### config.mk
export PLATFORM = sky130hd
export DESIGN_NAME = motor_pwm_array
export DESIGN_NICKNAME = d
export VERILOG_FILES = /design/src/rtl/motor_pwm_array.sv
export SDC_FILE = /design/constraint.sdc
export NUM_CORES = 1
export LEC_CHECK = 0
export ABC_AREA = 1
export CORE_AREA = 2 2 96 61
export CTS_BUF_LIST = sky130_fd_sc_hd__clkbuf_8
export DETAILED_ROUTE_END_ITERATION = 16
export DIE_AREA = 0 0 98 63
export GPL_ROUTABILITY_DRIVEN = 0
export GPL_TIMING_DRIVEN = 0
export PLACE_DENSITY = 0.84
export RECOVER_POWER = 25
export SYNTH_ARGS = -nofsm -noshare
export SYNTH_HDL_FRONTEND = slang
export SYNTH_SLANG_ARGS = --single-unit
### constraint.sdc
create_clock -name clk -period 2.7 [get_ports clk]
set_input_delay 0.675 -clock clk [delete_from_list [all_inputs] [get_ports clk]]
set_output_delay 0.675 -clock clk [all_outputs]
set_load 0.005 [all_outputs]
### src/rtl/motor_pwm_array.sv
// motor_pwm_array: N-channel H-bridge PWM generator (EN/A/B per channel).
// One shared period counter. Duty/direction commands are shadowed and applied
// only at the period boundary. A reversal inserts a forced-coast dead-time.
// Optional fast-stop brake input: define MOTOR_PWM_BRAKE_EN.

// Per-channel state machine, PWM compare and registered pin drivers.
module motor_pwm_ch #(
  parameter int DUTY_W       = 8,
  parameter int CNT_W        = 8,
  parameter int DEADTIME_CYC = 4
) (
  input  logic              clk,
  input  logic              reset,
  input  logic              apply,
  input  logic [DUTY_W-1:0] new_duty,
  input  logic              new_sign,
  input  logic [CNT_W-1:0]  cnt,
  input  logic              brake,
  output logic              en_o,
  output logic              in_a_o,
  output logic              in_b_o
);
  localparam int TMR_W = (DEADTIME_CYC > 1) ? $clog2(DEADTIME_CYC) : 1;

  typedef enum logic [1:0] {COAST, RUN, DEAD} ch_state_e;

  ch_state_e         state, state_nxt;
  logic [TMR_W-1:0]  tmr, tmr_nxt;
  logic [DUTY_W-1:0] act_duty;
  logic              act_sign;
  logic              flip;

  // A reversal is judged against the direction currently held.
  assign flip = apply && (new_sign != act_sign);

  // State and dead-time timer registers.
  always_ff @(posedge clk) begin
    if (reset) begin
      state <= COAST;
      tmr   <= '0;
    end else begin
      state <= state_nxt;
      tmr   <= tmr_nxt;
    end
  end

  // Next-state: COAST waits for the first command; a reversal routes through DEAD.
  always_comb begin
    state_nxt = state;
    tmr_nxt   = tmr;
    case (state)
      COAST: if (apply) state_nxt = RUN;
      RUN: if (flip) begin
        state_nxt = DEAD;
        tmr_nxt   = TMR_W'(DEADTIME_CYC - 1);
      end
      DEAD: begin
        if (tmr == '0) begin
          // A fresh reversal landing exactly on expiry restarts the dead-time
          // rather than letting the bridge flip with no gap.
          if (flip) tmr_nxt = TMR_W'(DEADTIME_CYC - 1);
          else      state_nxt = RUN;
        end else begin
          tmr_nxt = tmr - 1'b1;
        end
      end
      default: state_nxt = COAST;
    endcase
  end

  // Active command registers; updated only by boundary applies, even in DEAD.
  always_ff @(posedge clk) begin
    if (reset) begin
      act_duty <= '0;
      act_sign <= 1'b0;
    end else if (apply) begin
      act_duty <= new_duty;
      act_sign <= new_sign;
    end
  end

  // Registered pins; strict compare so duty 0 is off and duty >= PERIOD is on.
  always_ff @(posedge clk) begin
    if (reset) begin
      en_o   <= 1'b0;
      in_a_o <= 1'b0;
      in_b_o <= 1'b0;
    end else if (brake) begin
      en_o   <= 1'b1;
      in_a_o <= 1'b0;
      in_b_o <= 1'b0;
    end else if (state == RUN) begin
      en_o   <= (cnt < CNT_W'(act_duty));
      in_a_o <= act_sign;
      in_b_o <= !act_sign;
    end else begin
      en_o   <= 1'b0;
      in_a_o <= 1'b0;
      in_b_o <= 1'b0;
    end
  end
endmodule

// Top: shared counter, command shadow and the channel array.
module motor_pwm_array #(
  parameter int N_CH         = 2,
  parameter int DUTY_W       = 8,
  parameter int PERIOD       = 200,
  parameter int DEADTIME_CYC = 4
) (
  input  logic                     clk,
  input  logic                     reset,
  input  logic                     load,
  input  logic [N_CH*DUTY_W-1:0]   duty_i,
  input  logic [N_CH-1:0]          sign_i,
`ifdef MOTOR_PWM_BRAKE_EN
  input  logic [N_CH-1:0]          brake_i,
`endif
  output logic [N_CH-1:0]          en_o,
  output logic [N_CH-1:0]          in_a_o,
  output logic [N_CH-1:0]          in_b_o,
  output logic                     pending_o,
  output logic                     period_start_o
);
  // Wide enough for both the counter range and any duty value.
  localparam int CNT_W = ($clog2(PERIOD) > DUTY_W) ? $clog2(PERIOD) : DUTY_W;

  logic [CNT_W-1:0]             cnt;
  logic                         at_end, apply;
  logic [N_CH-1:0][DUTY_W-1:0]  duty_v, pend_duty, app_duty;
  logic [N_CH-1:0]              pend_sign, app_sign, brake_v;

  assign duty_v = duty_i;
  assign at_end = (cnt == CNT_W'(PERIOD - 1));
  // A load in the boundary cycle itself bypasses the shadow.
  assign apply    = at_end && (pending_o || load);
  assign app_duty = load ? duty_v : pend_duty;
  assign app_sign = load ? sign_i : pend_sign;

`ifdef MOTOR_PWM_BRAKE_EN
  assign brake_v = brake_i;
`else
  assign brake_v = '0;
`endif

  // Free-running period counter; period_start_o lands in the counter==0 cycle.
  always_ff @(posedge clk) begin
    if (reset) begin
      cnt            <= '0;
      period_start_o <= 1'b0;
    end else begin
      cnt            <= at_end ? '0 : cnt + CNT_W'(1);
      period_start_o <= at_end;
    end
  end

  // Command shadow; latest load wins, boundary consumes it.
  always_ff @(posedge clk) begin
    if (reset) begin
      pending_o <= 1'b0;
      pend_duty <= '0;
      pend_sign <= '0;
    end else begin
      if (load) begin
        pend_duty <= duty_v;
        pend_sign <= sign_i;
      end
      if (at_end)    pending_o <= 1'b0;
      else if (load) pending_o <= 1'b1;
    end
  end

  for (genvar k = 0; k < N_CH; k++) begin : g_ch
    motor_pwm_ch #(
      .DUTY_W      (DUTY_W),
      .CNT_W       (CNT_W),
      .DEADTIME_CYC(DEADTIME_CYC)
    ) u_ch (
      .clk     (clk),
      .reset   (reset),
      .apply   (apply),
      .new_duty(app_duty[k]),
      .new_sign(app_sign[k]),
      .cnt     (cnt),
      .brake   (brake_v[k]),
      .en_o    (en_o[k]),
      .in_a_o  (in_a_o[k]),
      .in_b_o  (in_b_o[k])
    );
  end
endmodule

# == After elaboration in Yosys (flattened, before gate mapping) ==
# Index checks and enable logic that the tools add are counted.
# totals
regBits,60
latch_bits,0
ram_bits,0
romBits,0
inputBits,21
out_inout_bits,8
word_cells,76
mem_count,0
# classes
n_addsub,3
n_mul,0
div_mod_pow,0
magnitude_cmp,2
n_eq_ne,15
shifts,0
muxes,17
n_bitwise,2
reduce_logical,17
# ops
op,n
2-bit two-way mux,12
8-bit less-than comparator,2
16-bit two-way mux,1
2-bit one-hot mux with 3 select lines,2
2-bit by 1-bit != test with 1-bit output (second input constant),5
8-bit by 1-bit adder with 8-bit output (second input constant),1
8-bit equality test (second input constant),1
2-bit logical NOT,4
2-bit one-hot mux with 2 select lines,2
4-bit AND reduction,2
2-bit != test (second input constant),3
2-bit OR reduction,3
2-bit by 1-bit equality test with 1-bit output (second input constant),2
2-bit equality test (second input constant),2
2-bit nonzero test,2
2-bit by 1-bit subtractor with 2-bit output (second input constant),2
1-bit logical AND,3
1-bit logical NOT,2
1-bit != test,2
1-bit NOT,2
1-bit logical OR,1

# == Logic depth before layout (Yosys ltp) ==
# depth
depth_word,6
mapped_depth,12
ltp_nobuf,11

# == Cells and area by module ==
# Synthesis repeated with hierarchy kept, for this count alone.
# unflattened
hier_cells,398
area_unflattened_um2,2956.6
# by_module_without_submodules
mod,n_inst,cells_per_inst,area_per_inst_um2,seq_area_each_um2
motor_pwm_ch,2,116,868.3,320.3
motor_pwm_array,1,166,1219.9,560.5

# == Worst setup path after synthesis ==
# OpenSTA, ideal clock, no wires.
# synth_timing
kind,input port to flip-flop
start,input port load
end,register g_ch[0].u_ch.state[1]
setup_ns,0.115
t_arrival_ns,1.453
required_time_ns,2.585
path_slack_ns,1.132
stages,9
n_path_buf,1
path_cell_list,nor2_2 inv_1 nand3_1 buf_4 nand2_1 nand2_1 nand2_1 a21oi_1 nor2_1
# synth_between
elab_chain_cells,5
# synth_lines
element,line,text
from (decl),113,"input logic load,"
2-bit two-way mux / 1-bit logical OR (equally long branches),-,
1-bit != test / 1-bit logical AND (equally long branches),"34, 136",
1-bit logical AND,34,assign flip = apply && (new_sign != act_sign);
2-bit by 1-bit != test with 1-bit output (no source line) / 2-bit != test (equally long branches),-,
4-bit AND reduction (no source line) (*),-,
to (signal assigned),42,state <= state_nxt;
to (decl),27,"ch_state_e state, state_nxt;"
# Mark *: on every way between the ends. The rest lies on a longest branch, timed or not.
# A chain may end at the register's enable or synchronous reset.

==> key figures <==
Run status
  – Status: completed

Die
  – Rows: 21
  – Die Height: ~63 µm
  – # IOs: 29
  – Full die area: 0.00617 mm²
  – CORE AREA: roughly 0.0053 mm²
  – Initial Util: a little over half
  – Die width: 98 µm

CTS
  – CTS clk-pin slew, worst paths: 0.06 ns
  – Number of clock sinks: 60
  – CTS tree: built
  – Clk Tree Root Cell: clkbuf_8
  – Hold-fix buffers, CTS: 0
  – CTS buffer count: 9
  – Cts repair resizes: 0
  – H-tree levels: 3
  – Worst skew pair latency: 0.34 ns
  – Post-CTS Setup Bufs: 0
  – CTS Buffer Depth: 2

Logic synthesis
  – Async S/R FF share, synth: 0%
  – Post-Syn Area: roughly 0.0028 mm²
  – Syn_nets: between 400 and 500
  – Synth area leaders: dfxtp_1 (43%), nand2_1 (10%), ha_1 (9.3%), a21oi_1 (6.2%), inv_1 (5.9%)
  – Synth Register Bits: 60
  – Sequential fraction of the synthesis area: a little over two fifths
  – Distinct cells, synth: 28
  – Avg Cell Area, Syn: about 8 µm²
  – Commonest cells post-synth: nand2_1 (76), dfxtp_1 (60), inv_1 (44)
  – Leading area contributor after synthesis: dfxtp_1
  – Most common cell in the netlist: nand2_1
  – Synth top area share: 42.7%
  – EDFF count, synth: 0
  – Top_reg_cell synth: dfxtp_1
  – Post-Synthesis Cells: between 300 and 400
  – Syn. warnings: 0

Drt
  – DRT Pass-1 Iters: 4
  – Wire length per cell: between 10 and 15 µm
  – DR vias/cell: 5.00
  – ANT nets after route: 0
  – DRT iter0 DRCs: roughly 130
  – Drt total wl: around 5900 µm
  – Drc violations: 0
  – Total number of vias: around 2400

Global route
  – Vias in the first global route: between 2000 and 2500
  – Total track usage: 20.2%
  – Initial antenna violation count: 0
  – Total gr overflow: 0
  – Largest net degree at the start of global routing: 11
  – First-pass GRT wire length: between 9000 and 10000 µm

Critical path
  – CP Max Fanout: 10
  – CP max stage delay: approximately 0.60 ns
  – Critical path type: input port to flop
  – Critical path endpoint category: flop
  – Crit path buf inv count: 3
  – Crit path max-delay cell type: dlygate4sd3_1
  – Worst reg2reg path startpoint: cnt[0]
  – Critical-path cell list: dlygate4sd3_1 -> clkinv_1 -> clkbuf_1 -> nand2_1 -> a21oi_1
  – Top Family by Delay on Critical Path: buffers and inverters
  – CP Launch Point: reset
  – Worst endpoint required time: 2.92 ns
  – Startpoint types: input port
  – Worst reg-to-reg setup slack: roughly 0.90 ns
  – Critical Path AT: about 2.2 ns

STA
  – Setup TNS: 0 ns
  – Final hold vios: 0
  – Relative slew margins: slightly above 60%
  – Fin Hold WS: roughly 0.45 ns
  – FMAX: 508 MHz
  – Final Critical Period: around 2.0 ns
  – # setup viols final: 0
  – Final period util: about 73%
  – Worst-Margin Slew: between 0.5 and 0.6 ns
  – Final Max Slew Viols: 0
  – Worst Skew: about 0.0067 ns
  – RSZ-0062 raised after global routing: no

Final layout
  – Layout cell share with drive strength beyond 1: 9.63%
  – Area Growth Syn to Fin: 21.4%
  – Antenna fix cells: 0
  – Fin nets: between 400 and 500
  – Filler instances: 460
  – Fin util: around 64%

Hold path
  – Worst hold start: g_ch[0].u_ch.act_sign
  – Min-delay worst type: flop to flop

Run
  – # Max-Cap Violations: 0

Power
  – Maximum VDD drop: 0.000317 V
  – Power Dens Cells: 670 mW/mm²
  – Static Leak: about 0.0015 µW

Place
  – Port buffer count: 28
  – Detail Placement HPWL: 4440 µm
placed cells by master (no fill, tap or decap), drive strengths merged:
| cell | netlist | final |
|---|---|---|
| a211oi | 1 | 1 |
| a21oi | 35 | 35 |
| a31oi | 2 | 2 |
| and3 | 1 | 1 |
| buf | 12 | 12 |
| bufinv | 0 | 2 |
| clkbuf | 4 | 16 |
| clkdlybuf4s50 | 0 | 27 |
| clkinv | 2 | 2 |
| clkinvlp | 0 | 1 |
| dfxtp | 60 | 60 |
| dlygate4sd3 | 0 | 1 |
| ha | 21 | 21 |
| inv | 47 | 48 |
| mux2i | 16 | 16 |
| nand2 | 83 | 83 |
| nand3 | 17 | 17 |
| nand4 | 2 | 2 |
| nor2 | 41 | 41 |
| nor3 | 5 | 5 |
| nor3b | 2 | 2 |
| o21a | 2 | 2 |
| o21ai | 7 | 7 |
| xor2 | 1 | 1 |
cell type report:
class,instances,area (µm²),area share [%]
multi-input combinational,236,1320,38.6
sequential,60,1200,35.2
timing repair buffer,28,280,8.20
inverter,49,185,5.42
clock buffer,12,165,4.83
buffer,16,110,3.22
tap,69,86.3,2.53
clock inverter,4,71.3,2.09
routing by layer:
layer	track usage [%]	part of all wire [%]	up-vias	routed length [µm]
li1	-	-	1218	-
met1	27.3	49	1074	2890
met2	30.5	42	71	2470
met3	5.82	8.0	7	471
met4	7.64	0.58	0	34
met5	0	0	-	0
state kept, by name, indices dropped and copies added, names as in the netlist:
register / count
g_ch.u_ch.act_sign: 2
pend_duty: 16
g_ch.u_ch.state: 4
pend_sign: 2
g_ch.u_ch.in_a_o: 2
pending_o: 1
cnt: 8
period_start_o: 1
g_ch.u_ch.tmr: 4
g_ch.u_ch.en_o: 2
g_ch.u_ch.act_duty: 16
g_ch.u_ch.in_b_o: 2
path summary, 6_finish.rpt:
kind                                            endpoint  cells after the start
worst max-delay path            g_ch[0].u_ch.act_duty[7]                      5
worst min-delay path                 g_ch[0].u_ch.in_b_o                      1
worst max register to register  g_ch[0].u_ch.act_duty[7]                     10
worst min register to register       g_ch[0].u_ch.in_b_o                      1
kinds of logic after synthesis:
family	Yosys count	share of synthesized area (%)
AND/OR/NAND/NOR	151	22.8
buffers and inverters	65	10.5
flip-flops	60	42.7
AO/OA/AOI/OAI	47	8.71
adder cells (fa/ha/maj)	21	9.34
multiplexers	16	5.69
XOR/XNOR	1	0.311
worst reg2reg max path: stages, from the launching register on:
cell      delay, ns
dfxtp_1        0.43
ha_1           0.20
nand2_1        0.10
clkinv_2       0.10
nand2_2        0.07
nor3_4         0.22
buf_4          0.23
buf_6          0.16
nand2_1        0.06
nand2_1        0.08
a21oi_1        0.05
metrics by stage:
step | setup slack [ns] | power [µW] | cell area (µm²) | instances
6_report | 0.732 | 2290 | 3420 | 474
5_1_grt | 0.632 | 2410 | 3420 | 474
4_1_cts | 0.769 | 2300 | 3420 | 474
3_5_place_dp | 0.419 | 1380 | 3180 | 458
3_3_place_gp | 0.462 | 1360 | 3180 | 458
2_1_floorplan | 1.13 | 1260 | 2810 | 361
where the power goes:
group / internal (µW) / switching [µW] / leakage, µW / total, µW
clock network: 592 / 332 / 0.000120 / 923
registers: 936 / 25.6 / 0.000489 / 962
logic: 175 / 231 / 0.000895 / 406
total: 1700 / 589 / 0.00150 / 2290
(Power assumes the default switching activity.)
==> variant, RTL diff (same flow settings) <==
Register the output `en_o`; this adds one clock of latency there. The other outputs are not delayed to match.
--- a/src/rtl/motor_pwm_array.sv
+++ b/src/rtl/motor_pwm_array.sv
@@ -127,2 +127,4 @@
 
+  logic [N_CH-1:0] en_d;
+
   logic [CNT_W-1:0]             cnt;
@@ -185,3 +187,3 @@
       .brake   (brake_v[k]),
-      .en_o    (en_o[k]),
+      .en_o    (en_d[k]),
       .in_a_o  (in_a_o[k]),
@@ -190,2 +192,6 @@
   end
+  always_ff @(posedge clk) begin
+    en_o <= en_d;
+  end
+
 endmodule
Function: no difference found for any inputs over 10 cycles, from zero or initial values and one cycle with reset high; that may be too few to reach the edited logic, so the function may still have changed.
==> variant against the unedited design <==
- power is 6.7% lower
- routed wire length is 4.3% higher
- largest power group unchanged
- final area is 1.1% lower
- sequential cell count is 2 higher
- die area stayed put
- critical endpoint is now g_ch[0].u_ch.act_sign$_SDFFE_PP0P_
- synthesized area is 1.2% higher
- highest routed layer unchanged
- via count is 1.6% higher
- worst hold slack worse by 0.11 ns
- register-to-register slack worse by 0.02 ns
- global-route usage is 1.1 points higher
- worst setup slack hardly changed
==> variant: results (changes against the unedited design) <==
stage,metric,value,unit,change
detailed_routing,vias after detailed routing,2408,,was 2370
critical_path,CP startpoint,load,,was reset
detailed_routing,Iter 0 DRT Violations,176,,was 128
grt,first-pass GRT wire length,10400,microns,was 9840 microns
cts,clock buffer depth,2,,unchanged
synth,xor and xnor area share after synthesis,0.308,%,was 0.311%
power_and_ir_drop,Pint,1510,uW,was 1700 uW
detailed_routing,TritonRoute pass-1 iters,5,,was 4
outcome,status,"finished, final reports clean",,unchanged
worst_hold_path,HP Start,g_ch[0].u_ch.en_o$_SDFF_PP0_,,was g_ch[0].u_ch.act_sign$_SDFFE_PP0P_
synth,sequential area share after synthesis,43.6,%,was 42.7%
synth,syn nets,401,,was 403
synth,Synth Area in Adders,9.23,%,was 9.34%
synth,"top cells by area, synth","dfxtp_1 44%, nand2_1 10%, ha_1 9.2%",,"was dfxtp_1 43%, nand2_1 10%, ha_1 9.3%"
timing,clock skew,0.00678,ns,was 0.00670 ns
detailed_routing,met2 WL post-DR,2660,microns,was 2470 microns
synth,commonest cells in the netlist,"77 x nand2_1, 62 x dfxtp_1, 47 x inv_1",,"was 76 x nand2_1, 60 x dfxtp_1, 44 x inv_1"
detailed_routing,Detailed Route WL,6120,microns,was 5870 microns
critical_path,CP max stage delay,0.44,ns,was 0.60 ns
detailed_routing,metal3 WL,422,microns,was 471 microns
grt,Tot GR Track Use,21.2,%,was 20.2%
placed_design,Post-DP HPWL,4600,microns,was 4440 microns
power_and_ir_drop,P_leak,0.00150,uW,about the same
detailed_routing,wl on met1,2960,microns,was 2890 microns
placed_design,Placement Setup Slack,0.424,ns,was 0.419 ns
layout,Final #Nets,440,,was 442
timing,worst-margin pin slew,0.652,ns,was 0.593 ns
power_and_ir_drop,VDD IR max,418,uV,was 317 uV
grt,vias in the first global route,2315,,was 2212
synth,post-synthesis compound-gate area fraction,8.88,%,was 8.71%
variant: power by group through the flow:
| stage | Combinational, uW | Sequential (uW) | Clock (uW) |
|---|---|---|---|
| after global placement | 415 | 1020 | 0 |
| after CTS | 434 | 1000 | 704 |
| after floorplan | 319 | 1010 | 0 |
| after detailed placement | 431 | 1020 | 0 |
| final | 439 | 1000 | 695 |
| after global routing | 498 | 1010 | 758 |
variant: kinds of logic (layout without fill, tap and decap cells):
family	Yosys count	in the layout
simple gates	149	149
buf+inv	64	108
flops	62	62
compound gates	46	46
fa+ha+maj	21	21
mux	16	16
xor+xnor	1	1
variant: worst paths after layout:
check / to / slack (ns) / depth (start not counted)
setup / recovery: g_ch[0].u_ch.act_sign$_SDFFE_PP0P_ / 0.73 / 7
hold / removal: en_o[0]$_DFF_P_ / 0.33 / 0
setup reg to reg: g_ch[0].u_ch.state[0]$_SDFFE_PP0P_ / 0.88 / 11
hold reg to reg: en_o[0]$_DFF_P_ / 0.33 / 0
variant: final cells by class:
cell class | count | area, sq um
Buffer | 14 | 92.6
Clock buffer | 10 | 138
Clock inverter | 6 | 30.0
Fill cell | 463 | 1950
Inverter | 50 | 188
Multi-Input combinational cell | 233 | 1330
Sequential cell | 62 | 1240
Tap cell | 69 | 86.3
Timing Repair Buffer | 28 | 280
variant: stage by stage:
stage	instances	hold WS [ns]	cell area [sq um]
after global routing	472	0.344	3380
after detailed placement	456	0.326	3210
after floorplan	359	0.310	2850
after global placement	456	0.312	3210
after CTS	472	0.336	3380
final	472	0.333	3380
variant: worst max-delay path: cells and delay by family:
| family | cells | cell delay, ns |
|---|---|---|
| buffers and inverters | 4 | 0.93 |
| AND/OR/NAND/NOR | 2 | 0.46 |
| AO/OA/AOI/OAI | 1 | 0.11 |
variant: routing by layer:
layer	GRT usage, %	vias up
li1	-	1222
met1	27.4	1103
met2	33.6	74
met3	6.49	9
met4	7.99	0
met5	0	-
